$ cat config.mk
export PLATFORM = sky130hd
export DESIGN_NAME = dual_issue_imm_scheduler_flat
export DESIGN_NICKNAME = d
export VERILOG_FILES = /design/src/rtl/dual_issue_imm_scheduler_pkg.sv /design/src/rtl/dual_issue_imm_scheduler_if.sv /design/src/rtl/dual_issue_imm_scheduler_pair_hazard_check.sv /design/src/rtl/dual_issue_imm_scheduler.sv /design/src/flat_wrapper.sv
export SDC_FILE = /design/constraint.sdc
export NUM_CORES = 1
export LEC_CHECK = 0
export ABC_AREA = 0
export ABC_CLOCK_PERIOD_IN_PS = 2900
export BUFFER_PORTS_ARGS = -buffer_cell sky130_fd_sc_hd__buf_2
export CAP_MARGIN = 40
export CORE_AREA = 2 2 122 124
export DETAILED_ROUTE_END_ITERATION = 7
export DIE_AREA = 0 0 124 126
export PLACE_DENSITY = 0.85
export SYNTH_ARGS = -nofsm -noshare
export SYNTH_HDL_FRONTEND = slang
export SYNTH_SLANG_ARGS = --single-unit
$ cat constraint.sdc
create_clock -name clk -period 2.9 [get_ports clk]
set_input_delay 0.435 -clock clk [delete_from_list [all_inputs] [get_ports clk]]
set_output_delay 0.435 -clock clk [all_outputs]
set_load 0.01 [all_outputs]
$ cat src/rtl/dual_issue_imm_scheduler_pkg.sv
// Shared definitions for the dual-issue immediate scheduler: opcode constants,
// FSM state encoding, the decoded slot record and opcode classification helpers.
package dual_issue_imm_scheduler_pkg;

    localparam logic [4:0] OP_LOAD   = 5'b00000;
    localparam logic [4:0] OP_STORE  = 5'b01000;
    localparam logic [4:0] OP_IMM    = 5'b00100;
    localparam logic [4:0] OP_BRANCH = 5'b11000;
    localparam logic [4:0] OP_JAL    = 5'b11011;
    localparam logic [4:0] OP_JALR   = 5'b11001;
    localparam logic [4:0] OP_LUI    = 5'b01101;
    localparam logic [4:0] OP_AUIPC  = 5'b00101;

    typedef enum logic [1:0] {
        ST_EMPTY = 2'd0,
        ST_FULL  = 2'd1,
        ST_HOLD1 = 2'd2
    } sched_state_e;

    typedef struct packed {
        logic       valid;
        logic [4:0] op_code;
        logic [4:0] rd;
        logic [4:0] rs1;
        logic [4:0] rs2;
        logic       uses_rs1;
        logic       uses_rs2;
        logic       writes_rd;
    } issue_slot_t;

    // Opcodes whose immediate goes through the extender (U-type covered by xx101).
    function automatic logic ext_op_sel(input logic [4:0] op);
        ext_op_sel = (op[2:0] == 3'b101) || (op == OP_IMM) || (op == OP_LOAD) ||
                     (op == OP_STORE) || ((op[4:2] == 3'b110) && op[0]) ||
                     (op == OP_BRANCH);
    endfunction

    function automatic logic is_mem_op(input logic [4:0] op);
        is_mem_op = (op == OP_LOAD) || (op == OP_STORE);
    endfunction

    function automatic logic is_ctl_op(input logic [4:0] op);
        is_ctl_op = (op == OP_BRANCH) || (op == OP_JAL) || (op == OP_JALR);
    endfunction

endpackage

$ cat src/rtl/dual_issue_imm_scheduler_if.sv
// Decode / execute side bundle of the pair scheduler; master = decode+execute, slave = scheduler.
interface dual_issue_imm_scheduler_if #(
    parameter int XLEN  = 32,
    parameter int CNT_W = 16
);
    logic                 flush;
    logic                 dec_valid;
    logic                 dec_ready;
    logic [1:0]           dec_slot_valid;
    logic [1:0][4:0]      dec_op_code;
    logic [1:0][XLEN-1:0] dec_imm_raw;
    logic [1:0]           dec_imm_unsigned;
    logic [1:0][4:0]      dec_rd;
    logic [1:0][4:0]      dec_rs1;
    logic [1:0][4:0]      dec_rs2;
    logic [1:0]           dec_uses_rs1;
    logic [1:0]           dec_uses_rs2;
    logic [1:0]           dec_writes_rd;
    logic                 ex_ready;
    logic [1:0]           iss_valid;
    logic [1:0]           ext_en;
    logic [1:0]           ext_type;
    logic [1:0][4:0]      ext_op_code;
    logic [1:0][XLEN-1:0] ext_imm_in;
    logic [CNT_W-1:0]     split_count;

    modport master (
        output flush, dec_valid, dec_slot_valid, dec_op_code, dec_imm_raw,
               dec_imm_unsigned, dec_rd, dec_rs1, dec_rs2, dec_uses_rs1,
               dec_uses_rs2, dec_writes_rd, ex_ready,
        input  dec_ready, iss_valid, ext_en, ext_type, ext_op_code, ext_imm_in,
               split_count
    );

    modport slave (
        input  flush, dec_valid, dec_slot_valid, dec_op_code, dec_imm_raw,
               dec_imm_unsigned, dec_rd, dec_rs1, dec_rs2, dec_uses_rs1,
               dec_uses_rs2, dec_writes_rd, ex_ready,
        output dec_ready, iss_valid, ext_en, ext_type, ext_op_code, ext_imm_in,
               split_count
    );
endinterface

$ cat src/rtl/dual_issue_imm_scheduler_pair_hazard_check.sv
// Combinational split decision for an instruction pair: intra-pair RAW,
// dual memory access, or control flow in the older slot.
module pair_hazard_check
    import dual_issue_imm_scheduler_pkg::*;
(
    input  issue_slot_t s0_i,
    input  issue_slot_t s1_i,
    output logic        split_o
);
    logic raw_s;
    logic mem_s;
    logic ctl_s;
    logic unused_fields_s;

    assign raw_s = s0_i.writes_rd && (s0_i.rd != 5'd0) &&
                   ((s1_i.uses_rs1 && (s1_i.rs1 == s0_i.rd)) ||
                    (s1_i.uses_rs2 && (s1_i.rs2 == s0_i.rd)));
    assign mem_s = is_mem_op(s0_i.op_code) && is_mem_op(s1_i.op_code);
    assign ctl_s = is_ctl_op(s0_i.op_code);

    // A lone instruction never needs splitting.
    assign split_o = s0_i.valid && s1_i.valid && (raw_s || mem_s || ctl_s);

    assign unused_fields_s = ^{s0_i.rs1, s0_i.rs2, s0_i.uses_rs1, s0_i.uses_rs2,
                               s1_i.rd, s1_i.writes_rd};
endmodule

$ cat src/rtl/dual_issue_imm_scheduler.sv
// Pair-issue controller: buffers one decoded pair, issues it whole or split over
// two cycles, and drives the per-lane immediate extender from registered outputs.
module dual_issue_imm_scheduler
    import dual_issue_imm_scheduler_pkg::*;
#(
    parameter int XLEN  = 32,
    parameter int CNT_W = 16
) (
    input  logic                        clk,
    input  logic                        rst,
    dual_issue_imm_scheduler_if.slave   bus
);
    sched_state_e         state_q, state_d;
    logic                 split_q, split_d;
    logic [1:0][4:0]      op_q, op_d;
    logic [1:0]           uns_q, uns_d;
    logic [1:0][XLEN-1:0] imm_q, imm_d;
    logic [CNT_W-1:0]     cnt_q, cnt_d;
    logic [1:0]           iss_valid_q, iss_valid_d;
    logic [1:0]           ext_en_q, ext_en_d;
    logic [1:0]           ext_type_q, ext_type_d;
    logic [1:0][4:0]      ext_op_q, ext_op_d;
    logic [1:0][XLEN-1:0] ext_imm_q, ext_imm_d;

    issue_slot_t dec_slot_s [2];
    logic        hazard_s;
    logic        done_s;
    logic        dec_ready_s;
    logic        accept_s;

    // Pack the decode-side slot fields for the hazard checker.
    always_comb begin
        for (int i = 0; i < 2; i++) begin
            dec_slot_s[i].valid     = bus.dec_slot_valid[i];
            dec_slot_s[i].op_code   = bus.dec_op_code[i];
            dec_slot_s[i].rd        = bus.dec_rd[i];
            dec_slot_s[i].rs1       = bus.dec_rs1[i];
            dec_slot_s[i].rs2       = bus.dec_rs2[i];
            dec_slot_s[i].uses_rs1  = bus.dec_uses_rs1[i];
            dec_slot_s[i].uses_rs2  = bus.dec_uses_rs2[i];
            dec_slot_s[i].writes_rd = bus.dec_writes_rd[i];
        end
    end

    // Hazards are judged on the incoming pair so the first issue cycle is already registered.
    pair_hazard_check u_hazard (
        .s0_i    (dec_slot_s[0]),
        .s1_i    (dec_slot_s[1]),
        .split_o (hazard_s)
    );

    assign done_s      = bus.ex_ready && (((state_q == ST_FULL) && !split_q) ||
                                          (state_q == ST_HOLD1));
    assign dec_ready_s = (state_q == ST_EMPTY) || done_s;
    assign accept_s    = bus.dec_valid && dec_ready_s && !bus.flush;

    // Next-state, buffer and issue-vector selection; flush outranks everything.
    always_comb begin
        state_d     = state_q;
        split_d     = split_q;
        op_d        = op_q;
        uns_d       = uns_q;
        imm_d       = imm_q;
        cnt_d       = cnt_q;
        iss_valid_d = iss_valid_q;
        if (bus.flush) begin
            state_d     = ST_EMPTY;
            split_d     = 1'b0;
            iss_valid_d = 2'b00;
        end else if (bus.ex_ready && (state_q == ST_FULL) && split_q) begin
            state_d     = ST_HOLD1;
            split_d     = 1'b0;
            iss_valid_d = 2'b10;
            cnt_d       = (&cnt_q) ? cnt_q : cnt_q + {{(CNT_W-1){1'b0}}, 1'b1};
        end else if (accept_s && (|bus.dec_slot_valid)) begin
            state_d     = ST_FULL;
            split_d     = hazard_s;
            op_d        = bus.dec_op_code;
            uns_d       = bus.dec_imm_unsigned;
            imm_d       = bus.dec_imm_raw;
            iss_valid_d = hazard_s ? 2'b01 : bus.dec_slot_valid;
        end else if (done_s) begin
            state_d     = ST_EMPTY;
            split_d     = 1'b0;
            iss_valid_d = 2'b00;
        end else begin
            state_d     = state_q;
        end
    end

    // Extender drive follows the next issue vector; idle lanes are forced to zero.
    always_comb begin
        for (int i = 0; i < 2; i++) begin
            ext_en_d[i] = iss_valid_d[i] && ext_op_sel(op_d[i]);
            if (ext_en_d[i]) begin
                ext_type_d[i] = uns_d[i];
                ext_op_d[i]   = op_d[i];
                ext_imm_d[i]  = imm_d[i];
            end else begin
                ext_type_d[i] = 1'b0;
                ext_op_d[i]   = 5'd0;
                ext_imm_d[i]  = {XLEN{1'b0}};
            end
        end
    end

    // Scheduler state and registered outputs; split_count survives flush but not reset.
    always_ff @(posedge clk) begin
        if (rst) begin
            state_q     <= ST_EMPTY;
            split_q     <= 1'b0;
            op_q        <= '0;
            uns_q       <= 2'b00;
            imm_q       <= '0;
            cnt_q       <= {CNT_W{1'b0}};
            iss_valid_q <= 2'b00;
            ext_en_q    <= 2'b00;
            ext_type_q  <= 2'b00;
            ext_op_q    <= '0;
            ext_imm_q   <= '0;
        end else begin
            state_q     <= state_d;
            split_q     <= split_d;
            op_q        <= op_d;
            uns_q       <= uns_d;
            imm_q       <= imm_d;
            cnt_q       <= cnt_d;
            iss_valid_q <= iss_valid_d;
            ext_en_q    <= ext_en_d;
            ext_type_q  <= ext_type_d;
            ext_op_q    <= ext_op_d;
            ext_imm_q   <= ext_imm_d;
        end
    end

    assign bus.dec_ready   = dec_ready_s;
    assign bus.iss_valid   = iss_valid_q;
    assign bus.ext_en      = ext_en_q;
    assign bus.ext_type    = ext_type_q;
    assign bus.ext_op_code = ext_op_q;
    assign bus.ext_imm_in  = ext_imm_q;
    assign bus.split_count = cnt_q;
endmodule

$ cat src/flat_wrapper.sv
// flat-port wrapper written by rule: the top's interface ports become plain ports
module dual_issue_imm_scheduler_flat import dual_issue_imm_scheduler_pkg::*;
#(
    parameter int XLEN  = 32,
    parameter int CNT_W = 16
)
  (clk, rst, bus_flush, bus_dec_valid, bus_dec_slot_valid, bus_dec_op_code, bus_dec_imm_raw, bus_dec_imm_unsigned, bus_dec_rd, bus_dec_rs1, bus_dec_rs2, bus_dec_uses_rs1, bus_dec_uses_rs2, bus_dec_writes_rd, bus_ex_ready, bus_dec_ready, bus_iss_valid, bus_ext_en, bus_ext_type, bus_ext_op_code, bus_ext_imm_in, bus_split_count);
  dual_issue_imm_scheduler_if #(.XLEN(XLEN), .CNT_W(CNT_W)) bus_i ();
  input  logic clk;
  input  logic rst;
  input wire logic [$bits(bus_i.flush)-1:0] bus_flush;
  input wire logic [$bits(bus_i.dec_valid)-1:0] bus_dec_valid;
  input wire logic [$bits(bus_i.dec_slot_valid)-1:0] bus_dec_slot_valid;
  input wire logic [$bits(bus_i.dec_op_code)-1:0] bus_dec_op_code;
  input wire logic [$bits(bus_i.dec_imm_raw)-1:0] bus_dec_imm_raw;
  input wire logic [$bits(bus_i.dec_imm_unsigned)-1:0] bus_dec_imm_unsigned;
  input wire logic [$bits(bus_i.dec_rd)-1:0] bus_dec_rd;
  input wire logic [$bits(bus_i.dec_rs1)-1:0] bus_dec_rs1;
  input wire logic [$bits(bus_i.dec_rs2)-1:0] bus_dec_rs2;
  input wire logic [$bits(bus_i.dec_uses_rs1)-1:0] bus_dec_uses_rs1;
  input wire logic [$bits(bus_i.dec_uses_rs2)-1:0] bus_dec_uses_rs2;
  input wire logic [$bits(bus_i.dec_writes_rd)-1:0] bus_dec_writes_rd;
  input wire logic [$bits(bus_i.ex_ready)-1:0] bus_ex_ready;
  output wire logic [$bits(bus_i.dec_ready)-1:0] bus_dec_ready;
  output wire logic [$bits(bus_i.iss_valid)-1:0] bus_iss_valid;
  output wire logic [$bits(bus_i.ext_en)-1:0] bus_ext_en;
  output wire logic [$bits(bus_i.ext_type)-1:0] bus_ext_type;
  output wire logic [$bits(bus_i.ext_op_code)-1:0] bus_ext_op_code;
  output wire logic [$bits(bus_i.ext_imm_in)-1:0] bus_ext_imm_in;
  output wire logic [$bits(bus_i.split_count)-1:0] bus_split_count;
  assign bus_i.flush = bus_flush;
  assign bus_i.dec_valid = bus_dec_valid;
  assign bus_i.dec_slot_valid = bus_dec_slot_valid;
  assign bus_i.dec_op_code = bus_dec_op_code;
  assign bus_i.dec_imm_raw = bus_dec_imm_raw;
  assign bus_i.dec_imm_unsigned = bus_dec_imm_unsigned;
  assign bus_i.dec_rd = bus_dec_rd;
  assign bus_i.dec_rs1 = bus_dec_rs1;
  assign bus_i.dec_rs2 = bus_dec_rs2;
  assign bus_i.dec_uses_rs1 = bus_dec_uses_rs1;
  assign bus_i.dec_uses_rs2 = bus_dec_uses_rs2;
  assign bus_i.dec_writes_rd = bus_dec_writes_rd;
  assign bus_i.ex_ready = bus_ex_ready;
  assign bus_dec_ready = bus_i.dec_ready;
  assign bus_iss_valid = bus_i.iss_valid;
  assign bus_ext_en = bus_i.ext_en;
  assign bus_ext_type = bus_i.ext_type;
  assign bus_ext_op_code = bus_i.ext_op_code;
  assign bus_ext_imm_in = bus_i.ext_imm_in;
  assign bus_split_count = bus_i.split_count;
  dual_issue_imm_scheduler #(.XLEN(XLEN), .CNT_W(CNT_W)) u_core (.clk(clk), .rst(rst), .bus(bus_i));
endmodule
=== Word level (Yosys, flattened, before mapping) ===
Index checks and enable logic that the tools add are counted.

* Bitwise logic cells: 4
* Eq/ne operators: 19
* $add $sub $neg: 1
* Mux-type cells: 19
* Reductions and logical operators: 54

{| class="wikitable"
|+ Operators by type and width
! kind !! number
|-
| 64-bit 2-to-1 mux || 3
|-
| 10-bit 2-to-1 mux || 3
|-
| 5-bit equality test (second input constant) || 5
|-
| 2-bit 2-to-1 mux || 11
|-
| 5-bit by 4-bit equality test with 1-bit output (second input constant) || 4
|-
| 5-bit logical NOT || 4
|-
| 1-bit logical OR || 19
|-
| 1-bit logical AND || 18
|-
| 16-bit by 1-bit adder with 16-bit output (second input constant) || 1
|-
| 16-bit AND reduction || 1
|-
| 3-bit equality test (second input constant) || 4
|-
| 5-bit by 3-bit equality test with 1-bit output (second input constant) || 2
|-
| 5-bit equality test || 2
|-
| 2-bit OR reduction || 4
|-
| 5-bit nonzero test || 1
|-
| 1-bit NOT || 4
|-
| 3-bit AND reduction || 1
|-
| 3-bit nonzero test || 1
|-
| 3-bit OR reduction || 1
|-
| 2-bit by 1-bit equality test with 1-bit output (second input constant) || 1
|-
| 2-bit equality test (second input constant) || 1
|-
| 1-bit logical NOT || 2
|-
| 2-bit logical NOT || 1
|-
| 1-bit 2-to-1 mux || 2
|-
| 2-bit nonzero test || 1
|}

* Input port bits: 119
* Logic and storage cells: 114
* Register bits: 175
* Output and inout bits: 97

=== Depth between registers and ports, before layout ===
Gate-level depths: netlist (run 1).

* Word-level depth: 20
* Gate-level depth with buffers: 8
* Mapped depth without buffers: 5

=== Modules after synthesis ===
From an unflattened synthesis (run 1), not the netlist that was laid out.

* Cells, all modules: 684
* Area total of the unflattened synthesis: 6472.5 um2

{| class="wikitable"
|+ By module, submodules not included
! module !! cells each !! times used !! area each (um2)
|-
| dual_issue_imm_scheduler || 661 || 1 || 6291.0
|-
| pair_hazard_check || 23 || 1 || 181.4
|}

=== Worst setup path before layout (run 1) ===
No wires, ideal clock.

* Kind: input -> register
* Start: input port bus_dec_op_code[4]
* End: register u_core.ext_imm_q, in the netlist u_core.bus.ext_imm_in[32]
* Data arrival time: 2.159 ns
* Setup slack: 0.620 ns
* Data required time: 2.779 ns
* Setup time: 0.121 ns
* Stages on the path: 7
* Path through: buf_6 > or4_4 > a2111oi_4 > nor3_2 > a221oi_4 > buf_6 > a22oi_2

* Cells in the longest elaborated chain, start to end: 13
* Elaborated cells on any way between the ends: 19
* Those cells by class: 4 x eq/ne; 4 x mux; 1 x bitwise; 10 x reduce/logical

{| class="wikitable"
|+ Ends and longest elaborated chain
! what !! line !! text
|-
| from (decl) || flat_wrapper.sv:14 || <nowiki>input wire logic [$bits(bus_i.dec_op_code)-1:0] bus_dec_op_code;</nowiki>
|-
| 5-bit by 4-bit equality test with 1-bit output or 5-bit logical NOT (tied branches) || dual_issue_imm_scheduler_pkg.sv:39 || <nowiki>is_mem_op = (op == OP_LOAD) || (op == OP_STORE);</nowiki>
|-
| 1-bit logical OR || dual_issue_imm_scheduler_pkg.sv:39 ||
|-
| 1-bit logical AND || dual_issue_imm_scheduler_pair_hazard_check.sv:18 || <nowiki>assign mem_s = is_mem_op(s0_i.op_code) && is_mem_op(s1_i.op_code);</nowiki>
|-
| 1-bit logical OR || dual_issue_imm_scheduler_pair_hazard_check.sv:22 || <nowiki>assign split_o = s0_i.valid && s1_i.valid && (raw_s || mem_s || ctl_s);</nowiki>
|-
| 1-bit logical OR (*) || dual_issue_imm_scheduler_pair_hazard_check.sv:22 ||
|-
| 1-bit logical AND (*) || dual_issue_imm_scheduler_pair_hazard_check.sv:22 ||
|-
| 2-bit 2-to-1 mux (*) || dual_issue_imm_scheduler.sv:81 || <nowiki>iss_valid_d = hazard_s ? 2'b01 : bus.dec_slot_valid;</nowiki>
|-
| 2-bit 2-to-1 mux (*) || dual_issue_imm_scheduler.sv:75 || <nowiki>end else if (accept_s && (|bus.dec_slot_valid)) begin</nowiki>
|-
| 2-bit 2-to-1 mux (*) || dual_issue_imm_scheduler.sv:70 || <nowiki>end else if (bus.ex_ready && (state_q == ST_FULL) && split_q) begin</nowiki>
|-
| 2-bit 2-to-1 mux (*) || dual_issue_imm_scheduler.sv:66 || <nowiki>if (bus.flush) begin</nowiki>
|-
| 1-bit logical AND (*) || dual_issue_imm_scheduler.sv:94 || <nowiki>ext_en_d[i] = iss_valid_d[i] && ext_op_sel(op_d[i]);</nowiki>
|-
| 1-bit NOT (no line) (*) || n/a ||
|-
| 2-bit OR reduction (no line) (*) || n/a ||
|-
| to (signal assigned) || dual_issue_imm_scheduler.sv:132 || <nowiki>ext_imm_q <= ext_imm_d;</nowiki>
|-
| to (decl) || dual_issue_imm_scheduler.sv:23 || <nowiki>logic [1:0][XLEN-1:0] ext_imm_q, ext_imm_d;</nowiki>
|}

Every way passes the cells marked *; elsewhere a longest branch is shown, timed or not.
A chain may end at the register's enable or synchronous reset.

=== Worst setup path in the final report (run 1) ===
* Start: register u_core.state_q[0]
* End: register u_core.ext_op_q, in the netlist u_core.bus.ext_op_code[7]

* Cells in the longest elaborated chain, start to end: 20
* Elaborated cells on any way between the ends: 34
* Those cells by class: 7 x eq/ne; 7 x mux; 1 x bitwise; 19 x reduce/logical

{| class="wikitable"
|+ Ends and longest elaborated chain
! what !! line !! text
|-
| from (decl) || dual_issue_imm_scheduler.sv:13 || <nowiki>sched_state_e state_q, state_d;</nowiki>
|-
| from (signal assigned) || dual_issue_imm_scheduler.sv:122 || <nowiki>state_q <= state_d;</nowiki>
|-
| 2-bit by 1-bit equality test with 1-bit output || dual_issue_imm_scheduler.sv:52, dual_issue_imm_scheduler.sv:70 ||
|-
| 1-bit logical AND || dual_issue_imm_scheduler.sv:52 || <nowiki>assign done_s = bus.ex_ready && (((state_q == ST_FULL) && !split_q) ||</nowiki>
|-
| 1-bit logical OR || dual_issue_imm_scheduler.sv:52 ||
|-
| 1-bit logical AND || dual_issue_imm_scheduler.sv:52 ||
|-
| 1-bit logical OR || dual_issue_imm_scheduler.sv:54 || <nowiki>assign dec_ready_s = (state_q == ST_EMPTY) || done_s;</nowiki>
|-
| 1-bit logical AND (2 in a row) || dual_issue_imm_scheduler.sv:55 || <nowiki>assign accept_s = bus.dec_valid && dec_ready_s && !bus.flush;</nowiki>
|-
| 1-bit logical AND || dual_issue_imm_scheduler.sv:75 ||
|-
| 10-bit 2-to-1 mux || dual_issue_imm_scheduler.sv:75 ||
|-
| 10-bit 2-to-1 mux || dual_issue_imm_scheduler.sv:70 ||
|-
| 10-bit 2-to-1 mux || dual_issue_imm_scheduler.sv:66 ||
|-
| 5-bit by 3-bit equality test with 1-bit output or 3-bit equality test (tied branches) || dual_issue_imm_scheduler_pkg.sv:33 || <nowiki>ext_op_sel = (op[2:0] == 3'b101) || (op == OP_IMM) || (op == OP_LOAD) ||</nowiki>
|-
| 1-bit logical OR (3 in a row) || dual_issue_imm_scheduler_pkg.sv:33 ||
|-
| 1-bit logical OR (2 in a row) || dual_issue_imm_scheduler_pkg.sv:34 || <nowiki>(op == OP_STORE) || ((op[4:2] == 3'b110) && op[0]) ||</nowiki>
|-
| 1-bit logical AND || dual_issue_imm_scheduler.sv:94 ||
|-
| 1-bit NOT (no line) || n/a ||
|-
| 2-bit OR reduction (no line) || n/a ||
|-
| to (signal assigned) || dual_issue_imm_scheduler.sv:131 || <nowiki>ext_op_q <= ext_op_d;</nowiki>
|-
| to (decl) || dual_issue_imm_scheduler.sv:22 || <nowiki>logic [1:0][4:0] ext_op_q, ext_op_d;</nowiki>
|}

Parallel ways exist; a longest one is shown, timed or not.

==> results.cfg, run 1 <==
[synthesis]
async_flop_share = 0
ys.flop_type = dfxtp_1
syn_area_per_cell_sq_um = 8.418
synth_seq_cells = 175
synthCells = 870
ys_seq_area_frac = 0.4784
ys.warnings.count = 0
synth_fp_nets = 990
yosysUniqueCellTypes = 54
synth_area_sq_um = 7323
synth_edf_count = 0

[floorplanning]
die_x_um = 124
core.rowCount = 44
fp.dieArea_sq_um = 15620
ios = 216
core-area_sq_um = 14310
die_h_um = 126
start_util = 0.5116

[clock_tree]
post_cts_resized = 0
clock_latency_ps = 420
cts.path.max_buffers = 2
cts_sinks = 175
hold_buffers = 0
numCtsBuffers = 17
cts.htree.levels = 4
cts_setup_buffers = 0
cts_tree = done
cts-root-buf = clkbuf_16
path_clk_slew_ps = 70

[timing]
max_freq_mhz = 391.3
max_slew_margin = 0.5309
rsz0062_at_grt = no
finalCriticalPeriod_ps = 2556
worst_pin_slew_ps = 703.7
slew_violations = 0
finalCritPeriodShare = 0.8813
skew_ps = 10.81
tns_ps = 0
setup_viol = 0
hold_viol_final = 0

[worst_hold_path]
hold_path_depth = 2
worstHoldStart = bus_flush
hp-class = input pin to flop
holdPathEnd = u_core.state_q[1]

[power]
pwr-share-comb = 0.091
clockPowerShare = 0.430
pwr-share-seq = 0.479
finalPower_mw = 5.189
netSwitchingPower_mw = 1.270
p_leak_nw = 3.422
power_density_nw_per_um2 = 574.7
p_int_mw = 3.919
swShare = 0.2447
ir_worst_vdd_uv = 337.8

[grt]
grt_max_degree = 157
gr-usage-all-layers = 0.2295
grt_pass1_wl_mm = 29.06
antenna_found_initial = 1
grt_pass1_vias = 6239
gr-total-overflow = 0

[final_layout]
syn_to_final_growth_pct = 23.29
mostFrequentLayoutCells = buf_2, dfxtp_1, nand2_1
post-route-util = 0.6308
fin_nets = 1143
mostFrequentLayoutCell = buf_2
drive_gt1_frac = 0.2828

[critical_path]
timing.rr.start = u_core.state_q[0]
r2r_end = u_core.bus.ext_op_code[7]
arrival_ps = 2850
required_ps = 3190
ff2ff_path_depth = 7
startpoint_type = flop
end_kind = flop
ff2ff_setup_slack_ps = 340
crit_fanout = 156
crit_type = flop to flop

[placed_design]
hpwl_mm = 11.26
place_congestion = 0.7943
portBuffers = 197

[route]
wl_per_cell_um = 14.43
dr.pass1.iters = 5
routed_wl_mm = 17.61
ant_nets = 0
num_vias = 6763
drc_errors = 0
via_per_inst = 5.539
drtIter0Drc = 522

[outcome]
status = finished clean

[run]
maxCapViolations = 0
==> worst max-delay path by stage <==
stage / slack [ps] / cells after the start / to / start
6_report: 340 / 7 / u_core.bus.ext_op_code[7] / u_core.state_q[0]
5_1_grt: 140 / 7 / u_core.bus.ext_en[0] / u_core.state_q[0]
4_1_cts: 340 / 7 / u_core.bus.ext_imm_in[56] / u_core.state_q[0]
3_5_place_dp: 190 / 8 / u_core.bus.ext_imm_in[56] / bus_ex_ready
3_3_place_gp: 250 / 8 / u_core.bus.ext_op_code[8] / bus_ex_ready
2_1_floorplan: 620 / 7 / u_core.bus.ext_imm_in[32] / bus_dec_op_code[4]
==> metal layers <==
layer	GRT usage	vias to the layer above	part of all wire
met5	0	-	0
met4	0.09121	0	0.023
met2	0.3646	242	0.48
met3	0.06250	35	0.072
met1	0.2950	3149	0.43
li1	-	3337	-
==> power by group through the flow <==
stage | clock network [mW] | logic, mW | registers [mW]
2_1_floorplan | 0 | 0.284 | 2.53
3_3_place_gp | 0 | 0.453 | 2.53
3_5_place_dp | 0 | 0.473 | 2.54
4_1_cts | 2.28 | 0.474 | 2.48
5_1_grt | 2.39 | 0.528 | 2.49
6_report | 2.23 | 0.474 | 2.48
==> final cells by class <==
type | instances | area (sq um)
timing repair buffer | 211 | 1201
clock inverter | 12 | 135.1
clock buffer | 20 | 446.7
sequential | 175 | 3503
tap | 184 | 230.2
fill | 1231 | 5285
inverter | 6 | 22.52
multi-input combinational | 612 | 3487
antenna | 1 | 2.502
==> worst max-delay path, stage by stage (launching register included) <==
cell	delay [ps]
dfxtp_1	460
nor2b_1	160
o311ai_4	380
buf_12	540
nor3_1	160
a221oi_4	260
buf_12	300
a22oi_2	120
==> cell families after synthesis <==
| kind of cell | after synthesis | synth area share |
|---|---|---|
| AND/OR/NAND/NOR | 392 | 0.2491 |
| XOR/XNOR | 21 | 0.02512 |
| adder cells (fa/ha/maj) | 2 | 0.003075 |
| multiplexers | 4 | 0.005638 |
| AO/OA/AOI/OAI | 193 | 0.1867 |
| flip-flops | 175 | 0.4784 |
| buffers and inverters | 83 | 0.05194 |
==> sequential cells by signal (all words and copies together) (netlist names) <==
| name | cells |
|---|---|
| u_core.bus.split_count | 16 |
| u_core.bus.iss_valid | 2 |
| u_core.bus.ext_imm_in | 64 |
| u_core.uns_q | 2 |
| u_core.op_q | 10 |
| u_core.split_q | 1 |
| u_core.state_q | 2 |
| u_core.imm_q | 64 |
| u_core.bus.ext_op_code | 10 |
| u_core.bus.ext_type | 2 |
| u_core.bus.ext_en | 2 |
==> synthesized netlist by cell type (2+ instances only) <==
library cell	n	area [sq um]
nand3_1	154	770.7
a211oi_1	4	30.03
a21oi_1	123	615.6
nand4_1	3	18.77
nand2b_1	3	18.77
mux2i_1	3	30.03
inv_1	5	18.77
buf_4	4	30.03
a21oi_2	3	26.28
nor2b_1	6	37.54
a2111o_1	2	22.52
o21ai_0	8	40.04
nand2_1	163	611.8
or4_1	2	15.01
a31oi_1	3	18.77
nor2_1	23	86.33
xor2_1	8	70.07
dfxtp_1	175	3503
buf_1	5	18.77
a22oi_2	36	450.4
o31ai_1	2	15.01
a21o_1	2	15.01
buf_6	6	67.56
xnor2_1	13	113.9
and3_1	5	31.28
clkbuf_1	55	206.5
nor3_1	7	35.03
or2_1	2	12.51
nor4_1	8	50.05
or3_1	4	25.02
or3b_1	2	17.52
o21bai_1	2	15.01
and3b_1	2	17.52
buf_2	7	35.03
==> per-stage QoR <==
stage	setup slack, ps	hold WS (ps)	instance area (sq um)	instances
global placement	246.1	439.2	8397	1186
finish	344.4	230.9	9029	1221
global route	138.2	225.2	9029	1221
floorplan	620.1	432.1	7323	870
detailed placement	192.0	445.1	8444	1188
CTS	343.5	221.2	9026	1220
Power figures use the tool's default switching activity.
==> run 2, diff against run 1 <==
Settings changed: CORE_AREA 2 2 122 124 to 2 2 125 127, DIE_AREA 0 0 124 126 to 0 0 127 129, PLACE_DENSITY 0.85 to 0.82.
==> results.cfg, run 2 (synthesis results as in run 1) <==
[outcome]
status = finished clean

[final_layout]
final_cell_area_sq_um = 9044
mostFrequentLayoutCells = buf_2, dfxtp_1, nand2_1
drive_gt1_frac = 0.2835
mostFrequentLayoutCell = buf_2
layout.cells.non_filler = 1225
post-route-util = 0.6038
fin_nets = 1145
n_antenna_cell = 0
nFillCells = 1348
syn_to_final_growth_pct = 23.49

[placed_design]
portBuffers = 197
dp_cells = 1194
place_congestion = 0.8441
hpwl_mm = 11.30
place_area_sq_um = 8427
dp_slack_ps = 366.0

[grt]
gr-total-overflow = 0
grt_pass1_vias = 6057
antenna_found_initial = 1
grt_pass1_wl_mm = 29.10
grt_max_degree = 87
gr-usage-all-layers = 0.2162

[power]
pwr-share-comb = 0.088
pwr-share-seq = 0.467
ir_worst_vdd_uv = 386.2
finalPower_mw = 5.317
netSwitchingPower_mw = 1.249
p_leak_nw = 3.449
swShare = 0.2350
p_int_mw = 4.067
clockPowerShare = 0.444
power_density_nw_per_um2 = 587.9

[critical_path]
crit_fanout = 40
startpoint_type = flop
crit_type = flop to flop
arrival_ps = 2590
crit_start = u_core.state_q[0]
path_cells = nor2b_1, o311ai_4, nor3_2, or3b_2, buf_12, a22oi_2
slowest_delay_ps = 510
critPathSlowestCell = or3b_2
required_ps = 3240
timing.rr.start = u_core.state_q[0]
end_kind = flop

[worst_hold_path]
worstHoldStart = bus_flush
hp-class = input pin to flop

[clock_tree]
clock_latency_ps = 410
cts.path.max_buffers = 2
cts-root-buf = clkbuf_16
post_cts_resized = 0
cts_tree = done
cts_setup_buffers = 0
path_clk_slew_ps = 60
hold_buffers = 0
cts_sinks = 175
cts.htree.levels = 4
numCtsBuffers = 17

[route]
drtIter0Drc = 615
wl_per_cell_um = 14.46
dr.pass1.iters = 5
num_vias = 6755
drc_errors = 0
via_per_inst = 5.514
routed_wl_mm = 17.72
ant_nets = 0

[timing]
worst_pin_slew_ps = 710.2
slew_violations = 0
tns_ps = 0
setup_viol = 0
skew_ps = 6.331
hold_slack_ps = 243.7
max_freq_mhz = 445.3
worst_slack_ps = 654.5
hold_viol_final = 0
finalCriticalPeriod_ps = 2246
finalCritPeriodShare = 0.7743
max_slew_margin = 0.5266
rsz0062_at_grt = no

[run]
maxCapViolations = 0

[floorplanning]
ios = 216
die_h_um = 129
start_util = 0.4890
core-area_sq_um = 14980
die_x_um = 127
fp.dieArea_sq_um = 16380
core.rowCount = 45
## run 2: cell count changes in the layout (fill, tap and decap cells not counted), sizes merged
cell	previous run	this run
clkinvlp	6	1
clkbuf	20	23
buf	211	213
bufinv	2	3
clkinv	2	3
diode	1	0
inv	8	7
## run 2: power by group through the flow
| stage | registers (mW) | clock network [mW] | logic, mW |
|---|---|---|---|
| global placement | 2.53 | 0 | 0.455 |
| floorplan | 2.53 | 0 | 0.284 |
| detailed placement | 2.54 | 0 | 0.467 |
| finish | 2.48 | 2.36 | 0.469 |
| global route | 2.49 | 2.50 | 0.523 |
| CTS | 2.48 | 2.41 | 0.470 |
## run 2: worst max-delay path: cells and delay by family, from the launching register on
family / cells / cell delay (ps)
AO/OA/AOI/OAI: 2 / 390
flip-flops: 1 / 370
buffers and inverters: 1 / 220
AND/OR/NAND/NOR: 3 / 1170
## run 2: area by class of cell
type | count | area [sq um] | area share
well taps | 188 | 235.2 | 0.02601
flip-flops and latches | 175 | 3503 | 0.3874
repair buffers | 213 | 1179 | 0.1303
clock buffers | 23 | 488.0 | 0.05396
clock inverters | 8 | 128.9 | 0.01425
inverters | 6 | 22.52 | 0.002490
multi-input cells | 612 | 3487 | 0.3856
## run 2: final timing paths
path / to / slack, ps / cells after the start
hold / removal: u_core.state_q[1] / 240 / 2
setup reg to reg: u_core.bus.ext_imm_in[50] / 650 / 6
setup / recovery: u_core.bus.ext_imm_in[50] / 650 / 6
hold reg to reg: u_core.imm_q[4] / 450 / 2
## run 2: metal layers
layer	wire (um)	GRT usage	vias to the layer above
li1	-	-	3341
met1	7841	0.2783	3181
met2	8508	0.3615	208
met3	1034	0.04657	23
met4	317	0.07628	2
met5	13	0	-
